$ cat src/rtl/bus_arb_pkg.sv
// Shared types and constants for the two-master data bus arbiter.
package bus_arb_pkg;

   typedef enum logic [1:0] {
      IDLE  = 2'd0,
      ISSUE = 2'd1,
      WAIT  = 2'd2,
      DONE  = 2'd3
   } arb_state_t;

   localparam logic M_CPU = 1'b0;
   localparam logic M_DBG = 1'b1;

   localparam int RD_LAT_MIN = 1;
   localparam int RD_LAT_MAX = 7;

endpackage

$ cat src/rtl/arb_rr2.sv
// Combinational two-way winner select: M1 lock first, then a lone requester,
// then round-robin against the last-granted master.
module arb_rr2
   import bus_arb_pkg::*;
(
   input  logic [1:0] req,
   input  logic       lock,
   input  logic       last,
   output logic       win,
   output logic       valid
);

   always_comb begin
      valid = |req;
      win   = M_CPU;
      if (lock && req[1]) begin
         win = M_DBG;
      end else if (req == 2'b10) begin
         win = M_DBG;
      end else if (req == 2'b01) begin
         win = M_CPU;
      end else if (req == 2'b11) begin
         win = ~last;
      end
   end

endmodule

$ cat src/rtl/data_bus_arbiter.sv
// Two-master arbiter and sequencer for the miniLA data bus: one transaction at a
// time, registered bus drive, read latency counted for synchronous memory.
module data_bus_arbiter
   import bus_arb_pkg::*;
#(
   parameter int RD_LAT = 1,
   parameter int AW     = 32
)
(
   input  logic          cpu_clk,
   input  logic          cpu_rst,
   input  logic          m0_req,
   input  logic          m0_we,
   input  logic [AW-1:0] m0_addr,
   input  logic [31:0]   m0_wdata,
   output logic          m0_gnt,
   output logic          m0_ack,
   output logic [31:0]   m0_rdata,
   input  logic          m1_req,
   input  logic          m1_we,
   input  logic [AW-1:0] m1_addr,
   input  logic [31:0]   m1_wdata,
   output logic          m1_gnt,
   output logic          m1_ack,
   output logic [31:0]   m1_rdata,
   input  logic          m1_lock,
   output logic [AW-1:0] Bus_addr,
   output logic          Bus_we,
   output logic [31:0]   Bus_wdata,
   input  logic [31:0]   Bus_rdata
);

   if (RD_LAT < RD_LAT_MIN || RD_LAT > RD_LAT_MAX) begin : g_bad_rd_lat
      $error("data_bus_arbiter: RD_LAT out of range 1..7");
   end

   localparam logic [2:0] LAT_END = 3'(RD_LAT);

   arb_state_t state;
   arb_state_t state_nxt;
   logic       gnt_idx;
   logic       last_q;
   logic       bus_we_q;
   logic [2:0] lat_cnt;
   logic       win;
   logic       valid;
   logic       lat_done;

   arb_rr2 u_arb (
      .req   ({m1_req, m0_req}),
      .lock  (m1_lock),
      .last  (last_q),
      .win   (win),
      .valid (valid)
   );

   assign lat_done = (state == WAIT) && (lat_cnt == LAT_END);

   always_comb begin
      state_nxt = state;
      case (state)
         IDLE:    if (valid) state_nxt = ISSUE;
         ISSUE:   state_nxt = bus_we_q ? DONE : WAIT;
         WAIT:    if (lat_done) state_nxt = DONE;
         DONE:    state_nxt = IDLE;
         default: state_nxt = IDLE;
      endcase
   end

   // The winner's request is copied once on IDLE->ISSUE; later changes on its
   // inputs (including dropping req) cannot disturb the transaction in flight.
   always_ff @(posedge cpu_clk) begin
      if (!cpu_rst) begin
         state     <= IDLE;
         gnt_idx   <= M_CPU;
         last_q    <= M_DBG;
         bus_we_q  <= 1'b0;
         lat_cnt   <= 3'd0;
         Bus_addr  <= '0;
         Bus_wdata <= '0;
         m0_rdata  <= '0;
         m1_rdata  <= '0;
      end else begin
         state <= state_nxt;
         if (state == IDLE && valid) begin
            gnt_idx   <= win;
            last_q    <= win;
            bus_we_q  <= (win == M_DBG) ? m1_we    : m0_we;
            Bus_addr  <= (win == M_DBG) ? m1_addr  : m0_addr;
            Bus_wdata <= (win == M_DBG) ? m1_wdata : m0_wdata;
         end
         if (state == ISSUE) begin
            lat_cnt <= 3'd1;
         end else if (state == WAIT && !lat_done) begin
            lat_cnt <= lat_cnt + 3'd1;
         end
         if (lat_done) begin
            if (gnt_idx == M_DBG) m1_rdata <= Bus_rdata;
            else                  m0_rdata <= Bus_rdata;
         end
      end
   end

   assign Bus_we = (state == ISSUE) && bus_we_q;
   assign m0_gnt = (state != IDLE) && (gnt_idx == M_CPU);
   assign m1_gnt = (state != IDLE) && (gnt_idx == M_DBG);
   assign m0_ack = (state == DONE) && (gnt_idx == M_CPU);
   assign m1_ack = (state == DONE) && (gnt_idx == M_DBG);

endmodule

$ cat config.mk
export PLATFORM = sky130hd
export DESIGN_NAME = data_bus_arbiter
export DESIGN_NICKNAME = d
export VERILOG_FILES = /design/src/rtl/bus_arb_pkg.sv /design/src/rtl/arb_rr2.sv /design/src/rtl/data_bus_arbiter.sv
export SDC_FILE = /design/constraint.sdc
export NUM_CORES = 1
export LEC_CHECK = 0
export CAP_MARGIN = 20
export CORE_UTILIZATION = 42
export CTS_CLUSTER_DIAMETER = 100
export DETAILED_ROUTE_END_ITERATION = 16
export PLACE_DENSITY = 0.86
export REMOVE_ABC_BUFFERS = 1
export SLEW_MARGIN = 20
export SYNTH_ARGS = -nofsm -noshare
export SYNTH_HDL_FRONTEND = slang
export SYNTH_SLANG_ARGS = --single-unit
export TNS_END_PERCENT = 100
$ cat constraint.sdc
create_clock -name cpu_clk -period 4.5 [get_ports cpu_clk]
set_clock_uncertainty 0.1 [all_clocks]
set_input_delay 0.9 -clock cpu_clk [delete_from_list [all_inputs] [get_ports cpu_clk]]
set_output_delay 0.9 -clock cpu_clk [all_outputs]
set_load 0.02 [all_outputs]
=== After elaboration in Yosys (flattened, before gate mapping) ===
Cells that the tools add are included.

* Add/subtract/negate cells: 1
* Multiply operators: 0
* Divide/modulo/power cells: 0
* Order comparisons: 0
* Equality and inequality tests: 9
* Shift-type cells: 0
* Multiplexer cells: 13
* Bitwise logic cells: 3
* Reduce and logical (&&, ||, !) cells: 18

{| class="wikitable"
|+ Operator list
! operator !! count
|-
| $mux 32 || 2
|-
| $logic_and 1x1->1 || 9
|-
| $eq 2x2->1 const B || 4
|-
| $mux 1 || 8
|-
| $pmux 2 s4 || 1
|-
| $reduce_and 2->1 || 3
|-
| $eq 2x1->1 const B || 2
|-
| $mux 2 || 2
|-
| $ne 2x2->1 const B || 2
|-
| $reduce_bool 2->1 || 2
|-
| $reduce_or 2->1 || 2
|-
| $add 3x1->3 const B || 1
|-
| $eq 3x1->1 const B || 1
|-
| $not 1->1 || 3
|-
| $logic_not 2->1 || 1
|-
| $logic_not 1->1 || 1
|}

* Bits in registers: 136
* Latch bits: 0
* Memory bits (writable): 0
* Bits in read-only memories: 0
* Input port bits: 167
* Logic and storage cells: 54
* Memories: 0

=== Depth between registers and ports, before layout ===
Gate-level depths: netlist (run 1).

* Depth in word-level cells: 6
* Gate-level depth with buffers: 8
* Mapped depth without buffers: 6

=== Cells and area by module ===
Synthesis (run 1) repeated with hierarchy kept, for this count alone.

* Cells, all modules: 594
* Area, all modules: 5691.7 um^2

{| class="wikitable"
|+ Modules (own cells, without submodules)
! module !! instances !! cells an instance !! area each (um^2) !! sequential area each (um^2)
|-
| data_bus_arbiter || 1 || 591 || 5674.2 || 2722.6
|-
| arb_rr2 || 1 || 3 || 17.5 || 0.0
|}

=== Least setup slack after synthesis (run 1) ===
Ideal clock, no wire load.

* Path kind: reg-to-output
* From: reg state[0]
* To: out m0_gnt
* Arrival time: 985 ps
* Setup slack: 2515 ps
* Cell stages (with the launch flop): 4
* Path through: dfxtp_1 inv_1 ha_1 nor2_1

* Cells in the longest elaborated chain, start to end: 2

{| class="wikitable"
|+ Ends and longest elaborated chain
! element !! line !! source
|-
| start: declaration || data_bus_arbiter.sv:39 || <nowiki>arb_state_t state;</nowiki>
|-
| start signal: assignment || data_bus_arbiter.sv:84 || <nowiki>state <= state_nxt;</nowiki>
|-
| $reduce_bool 2->1 || data_bus_arbiter.sv:105 || <nowiki>assign m0_gnt = (state != IDLE) && (gnt_idx == M_CPU);</nowiki>
|-
| $logic_and 1x1->1 || data_bus_arbiter.sv:105 ||
|-
| end: declaration || data_bus_arbiter.sv:16 || <nowiki>output logic m0_gnt,</nowiki>
|}

No other way between the ends.

=== Worst setup path in the final report (run 1) ===
* From: reg state[0]
* To: out m1_gnt

* Cells in the longest elaborated chain, start to end: 2

{| class="wikitable"
|+ Ends and longest elaborated chain
! element !! line !! source
|-
| $reduce_bool 2->1 || data_bus_arbiter.sv:106 || <nowiki>assign m1_gnt = (state != IDLE) && (gnt_idx == M_DBG);</nowiki>
|-
| $logic_and 1x1->1 || data_bus_arbiter.sv:106 ||
|-
| end: declaration || data_bus_arbiter.sv:23 || <nowiki>output logic m1_gnt,</nowiki>
|}

No other way between the ends.

==> results, run 1 <==
- The die is 116 um wide.
- For the final routed database, the setup TNS stands at 0 ns.
- From synthesis to final layout, the design area changed by 66.2%.
- The TritonCTS clock tree is done.
- Summing the sequential cell areas from Yosys gives 49.7% of the chip area.
- The number of hold buffers added after CTS was 0.
- Setup repair after global routing left no endpoint under its margin.
- The routed design has 18,900 um of wire.
- The required arrival time at the worst endpoint is 3.50 ns.
- Dividing the detail-routed wire length by the instance count gives 16.4 um.
- The number of antenna violations at the first check in global routing is 0.
- The cell taking the most area after synthesis is dfxtp_1.
- Of all nets on the critical path, the largest fanout is 8.
- The number of buffers inserted to repair setup after CTS is 0.
- At the pin with the least slew margin, the transition time is 0.857 ns.
- The highest attainable clock frequency is 0.339 GHz.
- The number of nets with antenna violations after routing is 0.
- The final critical-path required period is 2.95 ns.
- For this run, the number of Yosys warnings is 0.
- The floorplan has 41 rows.
- 0 antenna diodes ended up in the layout.
- Summed over all layers, the global routing overflow is 0.
- The number of global-route vias before repair is 5,609.
- The congestion estimate from routability-driven global placement came to 0.813.
- Summed over all cells, the static leakage comes to 3.37 nW.
- The total of flip-flops plus latches after synthesis is 136.
- In the layout the commonest cells are 298 x clkdlybuf4s50_1, 197 x nand2_1, 136 x dfxtp_1.
- The commonest non-fill, non-tap cell in the layout is clkdlybuf4s50_1.
- The total global-route track usage is 27.0%.
- After clock tree synthesis, the repair step resized 0 gates.
- TritonCTS created 17 clock buffers.
- The effective utilization at floorplan is 43.3%.
- Entering global routing, the biggest net connects 102 pins.
- The max-slew violation total from the final report was 0.
- The worst max-slew margin expressed relative to the limit is 42.9%.
- For this run, the post-layout net count is 1,138.
- Pin placement for this block handled 300 I/O pins.
- The depth of the CTS H-tree is 4.
- The detailed router finished its first iteration with 433 violations.
- The cell at the root of the clock tree is clkbuf_16.
- The first detailed-routing pass ran for 4 iterations.
- The worst-case vdd ir drop is 0.281 mV.
- The mean cell area of the mapped netlist is 7.91 sq um.
- The global-route wire length before repair is 27,900 um.
- Once detailed placement completed, the half-perimeter wirelength came to 12,800 um.
- The core region is 0.0127 sq mm.
- After synthesis, the largest area contributor takes up 49.7% of total cell area.
- After synthesis, the netlist uses 29 different library cells.
- The count of endpoints failing hold in the final timing report was 0.
- Dividing total power by cell area gives a power density of 519 mW/mm^2.
- STA classifies the critical path startpoint as a register.
- The setup path with the least slack is of type reg -> out.
- Input and output buffers added on the ports amount to 299.
- In the post-synthesis netlist, the biggest area contributors are dfxtp_1 50%, nand2_1 14%, a21oi_1 12%, a21boi_1 5.6%, o21ai_0 5.1%.
- The clock passes through at most 2 buffers.
- Data arrives at the worst endpoint at 1.95 ns.
- The path class of the tightest hold or removal check is reg -> reg.
- The detailed router placed 5,804 vias in this run.
- The number of cells produced by synthesis is 693.
- The die covers 0.0135 sq mm.
- At the later pin of the worst-skew pair, clock insertion delay measures 0.41 ns.
- The clock-pin slew reported for the worst setup and hold paths after clock tree synthesis is 0.05 ns.
- The run finished with clean final reports.
- The fraction of layout instances using a drive strength above 1 is 4.81%.
- After detailed routing, the number of vias per cell comes to 5.05.
- From bottom edge to top edge, the die measures 116 um.
- Counting the fill cells in the layout gives 981.
- The number of setup violations in the final report is 0.
- After layout, the worst path uses 65.6% of the clock period.
- For this design, the sink count on the clock tree is 136.
- For this run, design rule violations remaining after detail routing come to 0.
- The max-capacitance violation count is 0.
- Summing every instance area after synthesis gives 0.00548 sq mm.
- The total design power is 4.73 mW.
- The endpoint kind of the worst setup timing path is an output pin.
[through the flow]
stage	util [%]	setup WS, ns	hold slack, ns	instances	area (sq um)
global route	71.9	1.45	0.363	1150	9110
CTS	71.9	1.53	0.351	1150	9110
detailed placement	67.3	1.43	0.344	1118	8520
global placement	67.3	1.54	0.339	1118	8520
finish	71.9	1.55	0.349	1150	9110
floorplan	-	0.923	0.339	637	5220
[kinds of logic after synthesis]
kind of cell | count (synthesis) | synth area share, %
compound gates | 267 | 27.5
simple gates | 222 | 16.0
flops | 136 | 49.7
buf+inv | 60 | 5.11
fa+ha+maj | 6 | 1.37
xor+xnor | 1 | 0.160
mux | 1 | 0.183
[flip-flops by register name, indices dropped and copies added, names as in the netlist]
register and flops:
last_q 1, m0_rdata 32, gnt_idx 1, Bus_addr 32, bus_we_q 1, Bus_wdata 32
state 2, m1_rdata 32, lat_cnt 3
[final cells by class]
type                    count  area [sq um]  share of cell area, %
multi-input cells         497          2500                   27.5
flip-flops and latches    136          2720                   29.9
inverters                   4          15.0                  0.165
clock buffers              25           495                   5.44
repair buffers            309          3070                   33.6
clock inverters             7          91.3                   1.00
well taps                 172           215                   2.36
[routing by layer]
metal / global-route usage, % / wire, um / vias up
li1: - / - / 2864
met1: 27.8 / 7140 / 2684
met2: 47.6 / 9340 / 231
met4: 10.4 / 352 / 0
met5: 0 / 0 / -
met3: 12.7 / 2060 / 25
[path summary, 6_finish.rpt]
path                            slack [ns]                   endpoint                 startpoint  depth (start not counted)
worst min-delay path                  0.35  m1_rdata[31]$_SDFFE_PN0P_  m1_rdata[31]$_SDFFE_PN0P_                          2
worst min register to register        0.35  m1_rdata[31]$_SDFFE_PN0P_  m1_rdata[31]$_SDFFE_PN0P_                          2
worst max register to register        2.36  Bus_wdata[8]$_SDFFE_PN0P_      state[0]$_SDFFE_PN0P_                          6
worst max-delay path                  1.55                     m1_gnt      state[0]$_SDFFE_PN0P_                          4
[cell usage after synthesis, drive strengths merged]
master	instances
mux2i	1
nand2b	3
inv	4
o21ai	66
nor2b	3
nor2	8
nor3	1
and2	4
xor2	1
dfxtp	136
clkbuf	24
o41ai	1
o21a	1
a21oi	132
a211oi	1
buf	32
ha	6
a22oi	1
nand3b	2
nand3	1
a21boi	65
nand2	198
or2	2
[power breakdown]
| part | total (mW) | internal (mW) | switching [mW] |
|---|---|---|---|
| registers | 1.60 | 1.46 | 0.141 |
| logic | 1.76 | 0.781 | 0.975 |
| clock network | 1.38 | 0.873 | 0.505 |
[worst max-delay path, cell delays in order, from the launching register on]
cell and delay (ns):
dfxtp_1 0.38, inv_1 0.10, ha_1 0.32, nor2_1 0.12, clkdlybuf4s50_1 0.63
No activity file was read; power rests on OpenSTA's default activity.
==> inputs of run 2 (changes only) <==
--- a/config.mk
+++ b/config.mk
@@ -6,10 +6,10 @@
 export NUM_CORES = 1
 export LEC_CHECK = 0
 export CAP_MARGIN = 20
-export CORE_UTILIZATION = 42
+export CORE_UTILIZATION = 35
 export CTS_CLUSTER_DIAMETER = 100
 export DETAILED_ROUTE_END_ITERATION = 16
-export PLACE_DENSITY = 0.86
+export PLACE_DENSITY = 0.76
 export REMOVE_ABC_BUFFERS = 1
 export SLEW_MARGIN = 20
 export SYNTH_ARGS = -nofsm -noshare
==> constraint.sdc (replaced) <==
create_clock -name cpu_clk -period 2.4 [get_ports cpu_clk]
set_clock_uncertainty 0.1 [all_clocks]
set_input_delay 0.48 -clock cpu_clk [delete_from_list [all_inputs] [get_ports cpu_clk]]
set_output_delay 0.48 -clock cpu_clk [all_outputs]
set_load 0.02 [all_outputs]
==> results, run 2 (same netlist as run 1, synthesis figures left out) <==
- The path class of the tightest hold or removal check is reg -> reg.
- The cell area power density is 1000 mW/mm^2 (+93%).
- The sink count of the clock tree is 136 (unchanged).
- The max-capacitance violation count was 0 (unchanged).
- The post-detailed-route wirelength per cell came to 15.8 um (-3.7%).
- Leaving out fill and tap cells, the most frequent cells in the layout are 293 x clkdlybuf4s50_1, 197 x nand2_1, 136 x dfxtp_1.
- The width of the die is 127 um (+9.4%).
- The count of vias placed by the detailed router is 5,819 (+0.26%).
- The global placer's final weighted congestion came to 0.774 (-4.9%).
- The insertion delay to the later sink of the worst-skew pair is 0.41 ns (about the same).
- The remaining global-route overflow is 0 (unchanged).
- The transition time at the pin with the least slew margin is 0.445 ns (-0.412 ns).
- The number of buffers inserted to repair setup after CTS was 0 (unchanged).
- The worst max-slew margin expressed relative to the limit is 70.3% (+27 points).
- The cell with the biggest individual delay on the critical path is dfxtp_1.
- The max-slew violation total from the final report is 0 (unchanged).
- The minimum setup slack among reg-to-reg paths is 0.54 ns (-1.82 ns).
- The count of port buffers added during placement is 299 (unchanged).
- The pin count of the biggest net entering global routing is 63 (-38%).
- The element type at the critical path start is a register.
- The maximum buffer depth of the clock tree was 2 (unchanged).
- The number of nets with antenna violations after routing is 0 (unchanged).
- The fraction of layout instances using a drive strength above 1 is 5.40% (+0.60 points).
- The vertical extent of the die is 127 um (+9.4%).
- The TritonCTS buffer count came to 17 (unchanged).
- The flow ran to the end, and the final reports show no timing, DRC or antenna violations.
- The number of primary I/O pins came to 300 (unchanged).
- The layout-stage area growth over the synthesis result is 70.7%.
- Clock tree synthesis selected as its root buffer the cell clkbuf_16.
- The total global-route track usage came to 23.4% (-3.6 points).
- The buffer and inverter count on the worst path is 2 (unchanged).
- The required arrival time at the worst endpoint is 1.82 ns (-1.68 ns).
- The global-route wire length before repair is 29,500 um (+5.8%).
- In the finished design, the share of the clock period the worst path needs comes to 90.8%.
- The full die area was 0.0162 sq mm (+20%).
- The worst endpoint data arrival time is 1.60 ns (-0.35 ns).
- The effective utilization at floorplan is 35.9% (-7.3 points).
- The clock-pin slew reported for the worst setup and hold paths after clock tree synthesis is 0.06 ns (about the same).
- The total number of nets in the final design was 1,141 (+0.26%).
- The final core area utilization is 61.3% (-11 points).
- The least setup slack across all paths after layout is 0.222 ns (-1.32 ns).
- The worst setup path is of the reg -> out kind.
- The core footprint came to 0.0153 sq mm (+20%).
- The sum of routed wire length over all layers is 18,900 um (-0.12%).
- The number of global-route vias before repair is 5,727 (+2.1%).
- The depth of the CTS H-tree is 4 (unchanged).
- The largest fanout on the critical path is 5 (-3).
- The kind of cell with the highest combined delay on the critical path is buffers and inverters.
- Based on the critical path, the design can be clocked at up to 0.459 GHz.
- The endpoint kind of the worst setup timing path is an output pin.
- The site row count was 45 (+9.8%).
- The routed design could run at a clock period as short as 2.18 ns.
- The DRC violation count after routing was 0 (unchanged).
- The worst-case vdd ir drop is 0.531 mV (+89%).
- The routed via count divided by cell count is 4.88 (-3.4%).
- The delay contributed by the slowest stage of the critical path came to 0.39 ns (-0.24 ns).
- The violation count after the first detailed-routing iteration is 287 (-34%).
- The TritonCTS clock tree is done.
- Walking the worst path, the cells encountered are inv_1, ha_1, and2_1, dlygate4sd2_1.
- The leakage power total is 3.50 nW (+3.9%).
- The number of instances resized during post-cts repair came to 3 (+3).
- The count of hold-fix buffers inserted at cts is 0 (unchanged).
- The number of setup violations in the final report is 0 (unchanged).
- The count of endpoints failing hold in the final timing report is 0 (unchanged).
- The pre-CTS worst setup slack was 0.251 ns (-1.18 ns).
- The estimated wirelength of the detail-placed design is 13,000 um (+0.82%).
- Setup repair after global routing left no endpoint under its margin.
- The library cell used most frequently in the layout, excluding fill and tap cells, is clkdlybuf4s50_1.
- The number of antenna violations at the first check in global routing is 1 (+1).
- The length of the first detailed-routing pass in iterations is 4 (unchanged).
[run 2: power by group]
group / switching [mW] / leakage, nW / internal [mW]
Clock: 0.993 / 0.323 / 1.96
Sequential: 0.259 / 1.11 / 2.73
Combinational: 1.88 / 2.07 / 1.56
[run 2: area by class of cell]
| class | count | area, sq um |
|---|---|---|
| Inverter | 4 | 15.0 |
| Multi-Input combinational cell | 497 | 2500 |
| Tap cell | 211 | 264 |
| Sequential cell | 136 | 2720 |
| Timing Repair Buffer | 312 | 3180 |
| Clock buffer | 22 | 484 |
| Fill cell | 1350 | 5900 |
| Antenna cell | 1 | 2.50 |
| Clock inverter | 10 | 188 |
[run 2: final timing paths]
kind | cells after the start | endpoint | startpoint
max reg2reg | 7 | m0_rdata[1]$_SDFFE_PN0P_ | state[0]$_SDFFE_PN0P_
min reg2reg | 2 | m1_rdata[31]$_SDFFE_PN0P_ | m1_rdata[31]$_SDFFE_PN0P_
max | 4 | Bus_we | state[1]$_SDFFE_PN0P_
min | 2 | m1_rdata[31]$_SDFFE_PN0P_ | m1_rdata[31]$_SDFFE_PN0P_
[run 2: layer usage]
layer	global-route usage, %	vias to the layer above	part of all wire (%)
met2	40.7	249	49
met4	7.70	0	1.2
li1	-	2871	-
met1	26.6	2685	41
met5	0	-	0
met3	8.71	14	9.0
[run 2: per-stage QoR]
stage	cells	hold WS [ns]	cell area [sq um]	power [mW]	setup TNS, ns
2_1_floorplan	637	0.339	5220	4.73	-46.76
3_3_place_gp	1160	0.339	8680	6.44	0
3_5_place_dp	1160	0.345	8680	6.47	0
4_1_cts	1192	0.353	9350	9.47	0
5_1_grt	1193	0.373	9360	9.88	0
6_report	1193	0.351	9360	9.39	0
[run 2: worst register-to-register path, delay by kind of cell, from the launching register on]
| kind | cells | cell delay [ns] |
|---|---|---|
| adder cells (fa/ha/maj) | 1 | 0.24 |
| flip-flops | 1 | 0.38 |
| AND/OR/NAND/NOR | 3 | 0.43 |
| AO/OA/AOI/OAI | 1 | 0.18 |
| buffers and inverters | 2 | 0.45 |
